$ cat src/rtl/if_fetch_unit.sv
// Instruction fetch front end: owns the fetch PC, runs the imem req/ack
// handshake and presents one instruction at a time to the IF/ID register.
module if_fetch_unit #(
  parameter logic [31:0] RESET_PC = 32'h0000_0000
) (
  input  logic        clk,
  input  logic        rst,
  output logic        imem_req,
  output logic [31:0] imem_addr,
  input  logic        imem_ack,
  input  logic [31:0] imem_rdata,
  input  logic        ifid_write,
  input  logic        redirect,
  input  logic [31:0] redirect_pc,
  output logic [31:0] pc,
  output logic [31:0] rdata,
  output logic        fetch_valid
);

  typedef enum logic [1:0] {
    S_RUN,
    S_WAIT,
    S_DISCARD
  } state_t;

  state_t      r_state;
  logic [31:0] r_fetch_pc;
  logic [31:0] r_req_addr;
  logic [31:0] r_out_pc;
  logic [31:0] r_out_instr;
  logic        r_out_valid;
  logic        w_can_issue;

  assign w_can_issue = !r_out_valid || ifid_write;

  // NOTE: every output of this block gets a default first so no latch is inferred.
  always_comb begin
    imem_req  = 1'b0;
    imem_addr = r_fetch_pc;
    if (r_state == S_RUN) begin
      imem_req = w_can_issue && !redirect;
    end else begin
      imem_req  = 1'b1;
      imem_addr = r_req_addr;
    end
    // The memory side is reset with us; never present a request during reset.
    if (rst) imem_req = 1'b0;
  end

  assign pc          = r_out_valid ? r_out_pc    : 32'h0;
  assign rdata       = r_out_valid ? r_out_instr : 32'h0;
  assign fetch_valid = r_out_valid;

  // NOTE: state is updated with non-blocking assignments so every register
  // sees the pre-edge values of the others.
  always_ff @(posedge clk or posedge rst) begin
    if (rst) begin
      r_state     <= S_RUN;
      r_fetch_pc  <= RESET_PC;
      r_req_addr  <= 32'h0;
      r_out_pc    <= 32'h0;
      r_out_instr <= 32'h0;
      r_out_valid <= 1'b0;
    end else if (redirect) begin
      r_fetch_pc  <= redirect_pc;
      r_out_valid <= 1'b0;
      if (r_state != S_RUN) begin
        r_state <= imem_ack ? S_RUN : S_DISCARD;
      end
    end else begin
      // Drain first; a capture below at the same edge overrides it.
      if (ifid_write) r_out_valid <= 1'b0;
      case (r_state)
        S_RUN: begin
          if (w_can_issue) begin
            r_req_addr <= r_fetch_pc;
            r_fetch_pc <= r_fetch_pc + 32'd4;
            if (imem_ack) begin
              r_out_pc    <= r_fetch_pc;
              r_out_instr <= imem_rdata;
              r_out_valid <= 1'b1;
            end else begin
              r_state <= S_WAIT;
            end
          end
        end
        S_WAIT: begin
          if (imem_ack) begin
            r_out_pc    <= r_req_addr;
            r_out_instr <= imem_rdata;
            r_out_valid <= 1'b1;
            r_state     <= S_RUN;
          end
        end
        S_DISCARD: begin
          if (imem_ack) r_state <= S_RUN;
        end
        default: r_state <= S_RUN;
      endcase
    end
  end

endmodule
$ cat config.mk
export PLATFORM = sky130hd
export DESIGN_NAME = if_fetch_unit
export DESIGN_NICKNAME = d
export VERILOG_FILES = /design/src/rtl/if_fetch_unit.sv
export SDC_FILE = /design/constraint.sdc
export NUM_CORES = 1
export LEC_CHECK = 0
export BUFFER_PORTS_ARGS = -buffer_cell sky130_fd_sc_hd__clkbuf_2
export CORE_MARGIN = 5
export CORE_UTILIZATION = 58
export CTS_BUF_LIST = sky130_fd_sc_hd__clkbuf_8 sky130_fd_sc_hd__clkbuf_16
export CTS_CLUSTER_SIZE = 8
export DETAILED_ROUTE_END_ITERATION = 8
export PLACE_DENSITY = 0.9
export REMOVE_ABC_BUFFERS = 1
export SYNTH_ARGS = -nofsm -noshare
export SYNTH_HDL_FRONTEND = slang
export SYNTH_SLANG_ARGS = --single-unit
$ cat constraint.sdc
create_clock -name clk -period 9.4 [get_ports clk]
set_input_delay 1.88 -clock clk [delete_from_list [all_inputs] [get_ports clk]]
set_output_delay 1.88 -clock clk [all_outputs]
set_load 0.02 [all_outputs]
==> metrics.txt <==
critical path endpoint category=primary output; unrepaired setup endpoints after global routing=false; max-cap check violation count=0; Die Area=14100 um^2; Slew Limit Fails=0; nets=860; R2R setup slack=6270 ps; Hold WC Path Type=register to register; WP data required=7520 ps; clock latency on the worst-skew pair=420 ps; ant diodes=0; Post-Route WL=16.7 mm; Ys Warns=0; die width=119 um; vias in the first global route=5564; P_int=0.00171 W; Hold Path Sink=r_out_instr[30]; Area Growth Syn to Fin=21.8%; Seq/Total Area, Yosys=47.8%; Synth Instances=649; total track usage=24.4%; final setup violation count=0; largest net degree at the start of global routing=77; Root Buffer=clkbuf_16; IO Port Bufs=166; final setup TNS=0 ps; Min-Delay Path Depth=1; hold_sp=r_out_instr[30]; clk_skew=6.82 ps; Post-synth top flop=dfrtp_1; Psw=0.000949 W; total gr overflow=0; Reg clk slew, reported paths=50 ps; DR iter-0 viols=483; Flop pwr share=36.1%; Initial Utilization=59.5%; total CTS buffers=17; layout cell share with drive strength beyond 1=38.7%; Worst Setup Path Type=input port to primary output; Slew @ Worst Pin=1120 ps; post-route clock period utilization=56.8%; Async S/R FF share, synth=100%; DR pass1 iterations=5; wl on met1=7.17 mm; CORE AREA=11500 um^2; post-cts resize count=0; Fillers=789; Hold Buf Count CTS=0; Clock power frac=26.5%; Synth Cell Area=6850 um^2; clock sink total=131; status=finished, final reports clean; first-pass GRT wire length=27.9 mm; Post-synth EDFFs=0; worst-path fanout max=76; antenna viol nets, final=0; FF-to-FF path depth=6; switching part of the total=35.7%; syn avg cell area=10.6 um^2; CTS HTree Levels=4; reg-to-reg endpoint=r_out_instr[9]; FMAX=0.187 GHz; Synth cell types=47; power density over cell area=319 nW/um^2; maximum vdd ir drop=0.000178 V; Final Hold Viols=0; # rows=39; DP HPWL=11.2 mm; fin crit period=5340 ps; floorplan die height=119 um; Setup Buffers After CTS=0; vias per inst=5.82; Met3 Wirelength=1.09 mm; crit start category=input port; antenna violations before repair=0; GP Congestion=0.835; Clock Tree Buf Depth=2; DP Area=7710 um^2; DR top layer=met4; CTS tree=built; relative max-transition margin=25.1%; reg2reg start=r_state[1]; final instance area=8350 um^2; Static Leakage=3.81 nW; Comb pwr share=37.4%; Seq cells post-synth=131; CP arrival=3460 ps; vias post-DR=5493; Residual DRC=0; DR WL met2=8.18 mm; post-DR wirelength/cell=17.7 um; boundary pin count=167
cells in the mapped netlist, types with 3 or more instances:
| library cell | count | share of area, % |
|---|---|---|
| and2_1 | 65 | 5.9 |
| o21ai_0 | 16 | 1.2 |
| clkbuf_1 | 33 | 1.8 |
| or4_1 | 7 | 0.77 |
| nor2_1 | 40 | 2.2 |
| nor3b_1 | 3 | 0.33 |
| a21oi_1 | 37 | 2.7 |
| nor3_1 | 7 | 0.51 |
| o211ai_1 | 5 | 0.55 |
| buf_2 | 13 | 0.95 |
| nor4_1 | 4 | 0.37 |
| buf_1 | 4 | 0.22 |
| o31ai_1 | 10 | 1.1 |
| and3_1 | 6 | 0.55 |
| inv_1 | 8 | 0.44 |
| dfrtp_1 | 131 | 48 |
| nand2_1 | 32 | 1.8 |
| ha_1 | 3 | 0.55 |
| nor2b_1 | 9 | 0.82 |
| mux2i_1 | 33 | 4.8 |
| mux2_2 | 95 | 16 |
| o311ai_0 | 3 | 0.38 |
| a22oi_1 | 6 | 0.66 |
| xor2_1 | 5 | 0.64 |
| nand4_1 | 16 | 1.5 |
| nand3_1 | 31 | 2.3 |
how the worst max path moves through the flow:
| stage | startpoint | to | slack, ps |
|---|---|---|---|
| finish | redirect | imem_req | 4060 |
| global route | redirect | imem_req | 3870 |
| CTS | redirect | imem_req | 4050 |
| detailed placement | redirect | imem_req | 4050 |
| global placement | redirect | imem_req | 4150 |
| floorplan | imem_ack | r_out_instr[0] | 3530 |
per-layer routing:
| layer | track usage [%] | vias up |
|---|---|---|
| met5 | 0 | - |
| met2 | 39.4 | 202 |
| li1 | - | 2592 |
| met3 | 6.83 | 23 |
| met1 | 31.3 | 2676 |
| met4 | 9.99 | 0 |
final cells by class:
cell class | instances | area [um^2] | area share [%]
multi-input combinational | 458 | 3340 | 40.0
inverter | 8 | 35.0 | 0.420
clock buffer | 21 | 480 | 5.76
tap | 143 | 179 | 2.14
sequential | 131 | 3280 | 39.3
timing repair buffer | 172 | 876 | 10.5
clock inverter | 11 | 156 | 1.87
through the flow:
step / utilization [%] / hold slack, ps / instances / total power [W] / worst slack [ps]
global placement: 66.9 / 480 / 912 / 0.00191 / 4150
CTS: 72.5 / 501 / 944 / 0.00268 / 4050
finish: 72.5 / 498 / 944 / 0.00266 / 4060
floorplan: - / 467 / 597 / 0.00165 / 3530
detailed placement: 66.9 / 490 / 912 / 0.00196 / 4050
global route: 72.5 / 508 / 944 / 0.00281 / 3870
registers in the layout, summed over array words and instances, names as in the netlist:
| register | cells |
|---|---|
| r_fetch_pc | 32 |
| r_out_instr | 32 |
| r_out_pc | 32 |
| r_req_addr | 32 |
| r_state | 2 |
| fetch_valid | 1 |
cell families after synthesis:
group	synth area share [%]
and+or+nand+nor	18.5
DFF	47.8
muxes	20.4
AOI/OAI and AO/OA	8.16
buffers and inverters	3.65
xor gates and xnor gates	0.895
adders and majority gates	0.548
placed cells by master, fill, tap and decap left out, types with 9 or more instances in the layout:
cell type  netlist  final
clkbuf_16        0     17
nor2b_1          9      9
and2_1          65     65
nor2_1          40     40
mux2i_1         33     33
o21ai_0         16     16
nand3_1         31     30
clkbuf_2         1    166
nand4_1         16     16
a21oi_1         37     37
o31ai_1         10     10
mux2_2          95     95
dfrtp_1        131    130
nand2_1         32     32
power groups by stage:
stage	registers (W)	logic [W]	clock network, W
after floorplan	0.000907	0.000744	0
after global placement	0.000938	0.000967	0
after detailed placement	0.000963	0.00100	0
after CTS	0.000956	0.00101	0.000715
after global routing	0.000989	0.00108	0.000738
final	0.000959	0.000996	0.000705
worst max-delay path, cell delays in order:
cell and delay (ps):
clkbuf_2 70, buf_4 570, inv_1 490, nand2_1 170
a21oi_1 80, clkbuf_2 180
Note: power is estimated with default switching activity, not from simulation.
